[config.mk]
export PLATFORM = sky130hd
export DESIGN_NAME = io_confreg_gen_flat
export DESIGN_NICKNAME = d
export VERILOG_FILES = /design/src/rtl/io_confreg_if.sv /design/src/rtl/io_confreg_gen.sv /design/src/flat_wrapper.sv
export SDC_FILE = /design/constraint.sdc
export NUM_CORES = 1
export LEC_CHECK = 0
export CAP_MARGIN = 0
export CORE_ASPECT_RATIO = 1.75
export CORE_MARGIN = 2
export CORE_UTILIZATION = 40
export CTS_CLUSTER_SIZE = 24
export DETAILED_ROUTE_END_ITERATION = 8
export GPL_TIMING_DRIVEN = 0
export PLACE_DENSITY = 0.62
export SYNTH_ARGS = -nofsm -noshare
export SYNTH_HDL_FRONTEND = slang
export SYNTH_SLANG_ARGS = --single-unit
[constraint.sdc]
create_clock -name clk -period 16.2 [get_ports clk]
set_input_delay 1.62 -clock clk [delete_from_list [all_inputs] [get_ports clk]]
set_output_delay 1.62 -clock clk [all_outputs]
set_load 0.005 [all_outputs]
[src/rtl/io_confreg_if.sv]
// CPU-side register bus for the IO configuration block.
// The master drives strobe, address and write data; the slave returns read data.
interface io_confreg_if;
  logic        data_wen;
  logic [31:0] data_addr;
  logic [31:0] data_dout;
  logic [31:0] data_din;

  modport master (
    output data_wen,
    output data_addr,
    output data_dout,
    input  data_din
  );

  modport slave (
    input  data_wen,
    input  data_addr,
    input  data_dout,
    output data_din
  );
endinterface

[src/rtl/io_confreg_gen.sv]
// Memory-mapped board IO: LEDs, switches, debounced keys with press events,
// a free-running timer and a multiplexed seven-segment display.
module io_confreg_gen #(
  parameter int LED_W      = 16,
  parameter int SW_W       = 16,
  parameter int KEY_N      = 4,
  parameter int SEG_DIGITS = 4,
  parameter int SCAN_DIV   = 100000,
  parameter int DEB_CYC    = 1000000
) (
  input  logic                  clk,
  input  logic                  rst,
  io_confreg_if.slave           bus,
  input  logic [SW_W-1:0]       switch,
  input  logic [KEY_N-1:0]      keys,
  output logic [LED_W-1:0]      led,
  output logic [7:0]            ca,
  output logic [SEG_DIGITS-1:0] an
);

  localparam int DEB_W  = $clog2(DEB_CYC);
  localparam int SCAN_W = $clog2(SCAN_DIV);
  localparam int DIG_W  = (SEG_DIGITS > 1) ? $clog2(SEG_DIGITS) : 1;
  localparam logic [DEB_W-1:0]  DEB_LAST  = DEB_W'(DEB_CYC - 1);
  localparam logic [SCAN_W-1:0] SCAN_LAST = SCAN_W'(SCAN_DIV - 1);
  localparam logic [DIG_W-1:0]  DIG_LAST  = DIG_W'(SEG_DIGITS - 1);

  function automatic logic [6:0] hex_glyph(input logic [3:0] v);
    case (v)
      4'h0: hex_glyph = 7'b1000000;
      4'h1: hex_glyph = 7'b1111001;
      4'h2: hex_glyph = 7'b0100100;
      4'h3: hex_glyph = 7'b0110000;
      4'h4: hex_glyph = 7'b0011001;
      4'h5: hex_glyph = 7'b0010010;
      4'h6: hex_glyph = 7'b0000010;
      4'h7: hex_glyph = 7'b1111000;
      4'h8: hex_glyph = 7'b0000000;
      4'h9: hex_glyph = 7'b0010000;
      4'hA: hex_glyph = 7'b0001000;
      4'hB: hex_glyph = 7'b0000011;
      4'hC: hex_glyph = 7'b1000110;
      4'hD: hex_glyph = 7'b0100001;
      4'hE: hex_glyph = 7'b0000110;
      default: hex_glyph = 7'b0001110;
    endcase
  endfunction

  logic [LED_W-1:0]        r_led;
  logic [4*SEG_DIGITS-1:0] r_seg_val;
  logic [SEG_DIGITS-1:0]   r_seg_en;
  logic [SEG_DIGITS-1:0]   r_seg_dp;
  logic [31:0]             r_timer;
  logic [SW_W-1:0]         r_sw_s1, r_sw_s2;
  logic [KEY_N-1:0]        r_key_s1, r_key_s2;
  logic [KEY_N-1:0]        r_key_deb;
  logic [KEY_N-1:0]        r_key_evt;
  logic [SCAN_W-1:0]       r_scan_cnt;
  logic [DIG_W-1:0]        r_digit;
  logic [SEG_DIGITS-1:0]   r_an;
  logic [7:0]              r_ca;

  logic [2:0]  w_sel;
  logic        w_wr_led, w_wr_seg, w_wr_evt, w_wr_timer, w_wr_ctrl;
  logic [31:0] w_rdata;
  logic        w_unused_addr;

  // Only the word index is decoded; other address bits alias freely.
  assign w_sel         = bus.data_addr[4:2];
  assign w_unused_addr = &{1'b0, bus.data_addr[31:5], bus.data_addr[1:0]};
  assign w_wr_led      = bus.data_wen && (w_sel == 3'd0);
  assign w_wr_seg      = bus.data_wen && (w_sel == 3'd1);
  assign w_wr_evt      = bus.data_wen && (w_sel == 3'd4);
  assign w_wr_timer    = bus.data_wen && (w_sel == 3'd5);
  assign w_wr_ctrl     = bus.data_wen && (w_sel == 3'd6);

  always_ff @(posedge clk or posedge rst) begin
    if (rst) begin
      r_led     <= '0;
      r_seg_val <= '0;
      r_seg_en  <= '1;
      r_seg_dp  <= '0;
      r_timer   <= '0;
      r_sw_s1   <= '0;
      r_sw_s2   <= '0;
      r_key_s1  <= '0;
      r_key_s2  <= '0;
    end else begin
      if (w_wr_led) r_led <= bus.data_dout[LED_W-1:0];
      if (w_wr_seg) r_seg_val <= bus.data_dout[4*SEG_DIGITS-1:0];
      if (w_wr_ctrl) begin
        r_seg_en <= bus.data_dout[SEG_DIGITS-1:0];
        r_seg_dp <= bus.data_dout[8 +: SEG_DIGITS];
      end
      r_timer  <= w_wr_timer ? bus.data_dout : r_timer + 32'd1;
      r_sw_s1  <= switch;
      r_sw_s2  <= r_sw_s1;
      r_key_s1 <= keys;
      r_key_s2 <= r_key_s1;
    end
  end

  // Each key accepts a new level only after DEB_CYC consecutive differing samples.
  logic [KEY_N-1:0] w_accept;
  generate
    for (genvar gi = 0; gi < KEY_N; gi++) begin : g_deb
      logic [DEB_W-1:0] r_cnt;
      logic             w_differs;
      assign w_differs    = r_key_s2[gi] != r_key_deb[gi];
      assign w_accept[gi] = w_differs && (r_cnt == DEB_LAST);
      always_ff @(posedge clk or posedge rst) begin
        if (rst) begin
          r_cnt <= '0;
        end else if (!w_differs || w_accept[gi]) begin
          r_cnt <= '0;
        end else begin
          r_cnt <= r_cnt + DEB_W'(1);
        end
      end
    end
  endgenerate

  // A press event that lands on the same edge as its clear wins.
  always_ff @(posedge clk or posedge rst) begin
    if (rst) begin
      r_key_deb <= '0;
      r_key_evt <= '0;
    end else begin
      r_key_deb <= r_key_deb ^ w_accept;
      r_key_evt <= (r_key_evt & ~(w_wr_evt ? bus.data_dout[KEY_N-1:0] : '0))
                 | (w_accept & r_key_s2);
    end
  end

  logic                  w_scan_wrap;
  logic [DIG_W-1:0]      w_digit_next;
  logic [3:0]            w_nib [SEG_DIGITS];
  logic [SEG_DIGITS-1:0] w_an_next;

  assign w_scan_wrap  = r_scan_cnt == SCAN_LAST;
  assign w_digit_next = !w_scan_wrap ? r_digit :
                        (r_digit == DIG_LAST) ? '0 : r_digit + DIG_W'(1);

  generate
    for (genvar gi = 0; gi < SEG_DIGITS; gi++) begin : g_digit
      assign w_nib[gi]     = r_seg_val[4*gi +: 4];
      assign w_an_next[gi] = ~(r_seg_en[gi] && (w_digit_next == DIG_W'(gi)));
    end
  endgenerate

  // an/ca are loaded from the upcoming index so they move on the same edge it does.
  always_ff @(posedge clk or posedge rst) begin
    if (rst) begin
      r_scan_cnt <= '0;
      r_digit    <= '0;
      r_an       <= '1;
      r_ca       <= 8'hFF;
    end else begin
      r_scan_cnt <= w_scan_wrap ? '0 : r_scan_cnt + SCAN_W'(1);
      r_digit    <= w_digit_next;
      r_an       <= w_an_next;
      r_ca       <= {~r_seg_dp[w_digit_next], hex_glyph(w_nib[w_digit_next])};
    end
  end

  always_comb begin
    w_rdata = '0;
    case (w_sel)
      3'd0: w_rdata[LED_W-1:0]        = r_led;
      3'd1: w_rdata[4*SEG_DIGITS-1:0] = r_seg_val;
      3'd2: w_rdata[SW_W-1:0]         = r_sw_s2;
      3'd3: w_rdata[KEY_N-1:0]        = r_key_deb;
      3'd4: w_rdata[KEY_N-1:0]        = r_key_evt;
      3'd5: w_rdata                   = r_timer;
      3'd6: begin
        w_rdata[SEG_DIGITS-1:0]  = r_seg_en;
        w_rdata[8 +: SEG_DIGITS] = r_seg_dp;
      end
      default: w_rdata = '0;
    endcase
  end

  assign bus.data_din = w_rdata;
  assign led          = r_led;
  assign an           = r_an;
  assign ca           = r_ca;

endmodule
[src/flat_wrapper.sv]
// flat-port wrapper written by rule: the top's interface ports become plain ports
module io_confreg_gen_flat 
#(
  parameter int LED_W      = 16,
  parameter int SW_W       = 16,
  parameter int KEY_N      = 4,
  parameter int SEG_DIGITS = 4,
  parameter int SCAN_DIV   = 100000,
  parameter int DEB_CYC    = 1000000
)
  (clk, rst, switch, keys, led, ca, an, bus_data_wen, bus_data_addr, bus_data_dout, bus_data_din);
  io_confreg_if bus_i ();
  input  logic clk;
  input  logic rst;
  input  logic [SW_W-1:0] switch;
  input  logic [KEY_N-1:0] keys;
  output logic [LED_W-1:0] led;
  output logic [7:0] ca;
  output logic [SEG_DIGITS-1:0] an;
  input wire logic [$bits(bus_i.data_wen)-1:0] bus_data_wen;
  input wire logic [$bits(bus_i.data_addr)-1:0] bus_data_addr;
  input wire logic [$bits(bus_i.data_dout)-1:0] bus_data_dout;
  output wire logic [$bits(bus_i.data_din)-1:0] bus_data_din;
  assign bus_i.data_wen = bus_data_wen;
  assign bus_i.data_addr = bus_data_addr;
  assign bus_i.data_dout = bus_data_dout;
  assign bus_data_din = bus_i.data_din;
  io_confreg_gen #(.LED_W(LED_W), .SW_W(SW_W), .KEY_N(KEY_N), .SEG_DIGITS(SEG_DIGITS), .SCAN_DIV(SCAN_DIV), .DEB_CYC(DEB_CYC)) u_core (.clk(clk), .rst(rst), .bus(bus_i), .switch(switch), .keys(keys), .led(led), .ca(ca), .an(an));
endmodule
Yosys cells after proc, flatten, opt, wreduce, memory -nomap -nowiden
Memories as Yosys holds them, arrays and structs flattened. A register that Yosys moved wholly into a read port is not among the register bits.
Cells that the tools add are included.
- $add $sub $neg: 7
- order comparisons: 2
- equality and inequality tests: 19
- muxes and demuxes: 19
- bitwise gates (word level): 11
- reduce and logical (&&, ||, !) cells: 23
- operators by type and width (kind ; count):
    20-bit by 1-bit adder with 20-bit output, second input constant ; 4
    20-bit == test, second input constant ; 4
    20-bit 2-to-1 mux ; 4
    32-bit by 1-bit adder with 32-bit output, second input constant ; 1
    32-bit 2-to-1 mux ; 1
    4-bit case mux with 4 select lines ; 2
    4-bit case mux with 7 select lines ; 1
    4-bit case mux with 5 select lines ; 1
    17-bit by 1-bit adder with 17-bit output, second input constant ; 1
    17-bit == test, second input constant ; 1
    17-bit 2-to-1 mux ; 1
    16-bit 2-to-1 mux ; 1
    1-bit logical AND ; 13
    4-bit 2-to-1 mux ; 3
    3-bit == test, second input constant ; 3
    4-bit AND ; 2
    4-bit binary-select mux with 2-bit select ; 1
    2-bit == test, second input constant ; 3
    3-bit by 2-bit == test with 1-bit output, second input constant ; 2
    1-bit NOT ; 5
    1-bit zero test ; 4
    1-bit logical OR ; 4
    2-bit 2-to-1 mux ; 2
    1-bit inequality test ; 4
    13 further kinds ; 13
- flip-flop bits (word level): 231
- bits in read-only memories: 112
- input port bits: 87
- output and inout port bits: 60
- word-level logic and storage cells: 101
- memories: 1
- memories (name ; depth ; width ; read ports ; clocked after memory_dff ; write ports ; line ; text):
    (name not given) ; 16 ; 7 ; 1 ; 1 ; 0 ; io_confreg_gen.sv:29 ; case (v)

Longest topological paths before layout
- depth after elaboration: 7
- gate-level depth with buffers: 12

Least setup slack after synthesis
OpenSTA, ideal clock, no wires.
- path kind: input-to-output
- start point: input port bus_data_addr[2]
- end point: output port bus_data_din[11]
- arrival time: 2897 ps
- setup slack: 11683 ps
- stages: 6
- buffers on the path: 2
- path through: clkbuf_1 buf_1 nor2_1 nand2_1 o21ai_0 a221o_1
- cells in the longest elaborated chain, start to end: 2
- elaborated cells between the ends (all ways): 6
- classes of those cells: 4 x eq/ne; 1 x mux; 1 x reduce/logical
- RTL lines (element ; line ; text):
    start, declared ; flat_wrapper.sv:21 ; input wire logic [$bits(bus_i.data_addr)-1:0] bus_data_addr;
    3-bit == test (tied with other cells) ; io_confreg_gen.sv:168 ; case (w_sel)
    4-bit case mux with 5 select lines (*) ; io_confreg_gen.sv:168 ;
    end, declared ; flat_wrapper.sv:23 ; output wire logic [$bits(bus_i.data_din)-1:0] bus_data_din;
Mark *: on every way between the ends. The rest lies on a longest branch, timed or not.

Worst setup path after layout
- start point: input port bus_data_addr[2]
- end point: output port bus_data_din[2]
- cells in the longest elaborated chain, start to end: 2
- elaborated cells between the ends (all ways): 8
- classes of those cells: 6 x eq/ne; 1 x mux; 1 x reduce/logical
- RTL lines (element ; line):
    3-bit == test (tied with other cells) ; io_confreg_gen.sv:168
    4-bit case mux with 7 select lines (*) ; io_confreg_gen.sv:168
Marks and branches as above.

==> flow_metrics.tcl <==
set metrics [dict create \
    rsz0062_at_grt "no" \
    dr.pass1.iters 4 \
    antenna_left 0 \
    postCtsHoldBufs 0 \
    finalHoldViolations 0 \
    grt_pass1_wl_um 41310 \
    gr-total-overflow 0 \
    setup.worst_path.start_class "input port" \
    async_flop_share_pct 100.0 \
    end_kind "primary output" \
    nets 1232 \
    holdPathEnd "u_core.r_key_s2[2]$_DFF_PP0_" \
    numCtsBuffers 22 \
    synthAdderAreaFrac_pct 1.523 \
    wl_per_cell_um 17.44 \
    fp-row-count 79 \
    synth.mux.area_fraction_pct 9.234 \
    drt_iter0_drc 395 \
    clkPwrFrac_pct 35.2 \
    period_needed_ns 6.029 \
    fillers 2422 \
    synthXorXnorAreaFrac_pct 9.515 \
    cts_tree "built" \
    yosysWarnings 0 \
    outcome "complete, no violations" \
    netlist_instances 990 \
    p_leak_nw 5.575 \
    start_util_pct 40.46 \
    internal_power_mw 1.083 \
    yosysTopAreaCellShare_pct 50.39 \
    synth_area_leaders "dfrtp_1, xor2_1, mux2_2" \
    switchingPower_mw 0.3930 \
    ios 147 \
    grt_max_degree 98 \
    routabilityCongestion 0.8541 \
    tightest_slew_ns 0.8490 \
    combPwrFrac_pct 16.7 \
    clk_latency_ns 0.51 \
    r2r-start "u_core.r_scan_cnt[0]$_DFF_PP0_" \
    io_buffer_count 116 \
    switching_share_pct 26.63 \
    rrSetupSlack_ns 12.90 \
    vias 7624 \
    synth_simple_gate_area_share_pct 18.48 \
    post-route-period-util_pct 37.22 \
    syn_to_final_growth_pct 22.03 \
    cts_setup_buffers 0 \
    drive_gt1_share_pct 10.81 \
    cts.sinks 231 \
    synth_compound_area_share_pct 4.945 \
    synth_edf_count 0 \
    maxCapViolations 0 \
    htree_levels 1 \
    synth_top_family_by_area "simple AND/OR/NAND/NOR gates" \
    clk_path_buf_depth 3 \
    viasPerCell 5.183 \
    min-delay-start "u_core.r_key_s1[2]$_DFF_PP0_" \
    synth-main-ff-cell "dfrtp_1" \
    drcViolationCount 0 \
    seqPwrFrac_pct 48.1 \
    diodes 0 \
    syn-mean-instance-area_um2 10.79 \
    yosys_register_bits 231 \
    grt_antenna_before_repair 0 \
    fmaxAchievable_mhz 165.9 \
    seq_area_frac_synth_pct 54.32 \
    gr-usage-all-layers_pct 18.46 \
    hold_class "reg2reg" \
    synth_area_um2 10680 \
    core_um2 26390 \
    setup_viol 0 \
    holdWs_ns 0.3479 \
    tns_ns 0 \
    cellPowerDensity_nw_per_um2 113.3 \
    worstPathRequired_ns 14.58 \
    whs_path_depth 0 \
    arrival_ns 4.41 \
    reg2reg_depth 11 \
    path_clk_slew_ns 0.06 \
    cts-resized-gates 0 \
    cp_max_fo 10 \
    hpwlAfterDp_um 18750 \
    synth_top_area_cell "dfrtp_1" \
    slew_violations 0 \
    path_class "in2out" \
    finalClockSkew_ns 0.008199 \
    die_area_um2 28070 \
    routed_wl_um 25650 \
    max_slew_margin_pct 42.88 \
    clock-root-buffer "clkbuf_16" \
    fp.dieW_um 127.5 \
    peakVddDrop_v 0.00005772 \
    grt_pass1_vias 7958 \
    die_height_um 220.1 \
    crit-reg2reg-capture "u_core.ca[6]$_DFF_PP1_" \
    synth.distinct_cells 52 \
    syn_nets 1090 \
]
[routing by layer]
metal  GRT usage [%]  wire length (um)
met1           20.76              9963
met5               0                 0
met4           6.520               663
met3           2.055               953
met2           35.63             14070
[power by group through the flow]
stage,Clock (mW),Sequential (mW),Combinational (mW)
finish,0.519,0.710,0.247
global route,0.553,0.718,0.273
CTS,0.533,0.709,0.250
detailed placement,0,0.719,0.249
global placement,0,0.718,0.244
floorplan,0,0.700,0.145
[critical path, stage by stage]
cell and delay, ns:
clkdlybuf4s50_1 0.47, clkbuf_1 0.45, buf_1 0.67, mux2i_1 0.16, nor2_1 0.14, a21oi_1 0.06, a21oi_1 0.27, clkdlybuf4s50_1 0.57
[kinds of logic (layout without fill, tap and decap cells)]
family                   Yosys count  count (layout)
XOR/XNOR                         116             116
AO/OA/AOI/OAI                     93              93
buffers and inverters             46             203
adder cells (fa/ha/maj)           13              13
flip-flops                       231             231
multiplexers                      86              86
AND/OR/NAND/NOR                  405             405
[cell usage after synthesis (25+ instances only)]
cell	n
and3_1	47
mux2i_1	28
xor2_1	69
nand3_1	55
clkbuf_1	26
nor2_1	151
dfrtp_1	215
a21oi_1	52
xnor2_1	47
nand2_1	74
mux2_2	51
o21ai_0	25
[final cells by class]
type | count | area [um2] | area share [%]
inverters | 13 | 56.30 | 0.4321
well taps | 324 | 405.4 | 3.111
clock buffers | 26 | 596.8 | 4.580
plain buffers | 33 | 162.7 | 1.248
multi-input cells | 713 | 4666 | 35.81
clock inverters | 13 | 126.4 | 0.9698
flip-flops and latches | 231 | 5801 | 44.52
repair buffers | 118 | 1216 | 9.334
[layout by cell type (no fill, tap or decap), types with 10 or more instances in the layout]
cell	synthesis	final
dfrtp_1	215	215
nor2_1	151	151
clkdlybuf4s50_1	0	116
nand2_1	74	74
xor2_1	69	69
nand3_1	55	55
a21oi_1	52	52
mux2_2	51	51
and3_1	47	47
xnor2_1	47	47
clkbuf_1	26	28
mux2i_1	28	28
o21ai_0	25	25
clkbuf_16	0	23
dfstp_2	16	16
nand4_1	13	13
ha_1	13	13
inv_1	13	12
nor2b_1	10	10
[state kept, by name, indices dropped and copies added, names as in the netlist, 8 cells and up, named ones only]
signal,cells
u_core.g_deb.r_cnt,80
u_core.r_sw_s2,16
u_core.led,16
u_core.r_sw_s1,16
u_core.r_timer,32
u_core.r_seg_val,16
u_core.ca,8
u_core.r_scan_cnt,17
[how the worst max path moves through the flow]
stage	endpoint	cells past startpoint	from	slack (ns)
after floorplan	asynchronous set/reset pin	1	rst	8.27
after global placement	u_core.g_deb[1].r_cnt[11]$_DFF_PP0_	2	rst	5.22
after detailed placement	bus_data_din[3]	7	bus_data_addr[2]	10.17
after CTS	bus_data_din[3]	7	bus_data_addr[2]	10.16
after global routing	bus_data_din[2]	8	bus_data_addr[2]	9.96
final	bus_data_din[2]	8	bus_data_addr[2]	10.17
[per-stage QoR]
step	std cells	setup slack, ns	power [mW]	instance area (um2)	utilization [%]
after floorplan	990	8.274	0.8441	10680	-
after global placement	1430	5.225	0.9627	12240	46.39
after detailed placement	1432	10.17	0.9685	12310	46.63
after CTS	1471	10.16	1.492	13030	49.37
after global routing	1471	9.960	1.543	13030	49.37
final	1471	10.17	1.476	13030	49.37
(Power assumes the default switching activity.)
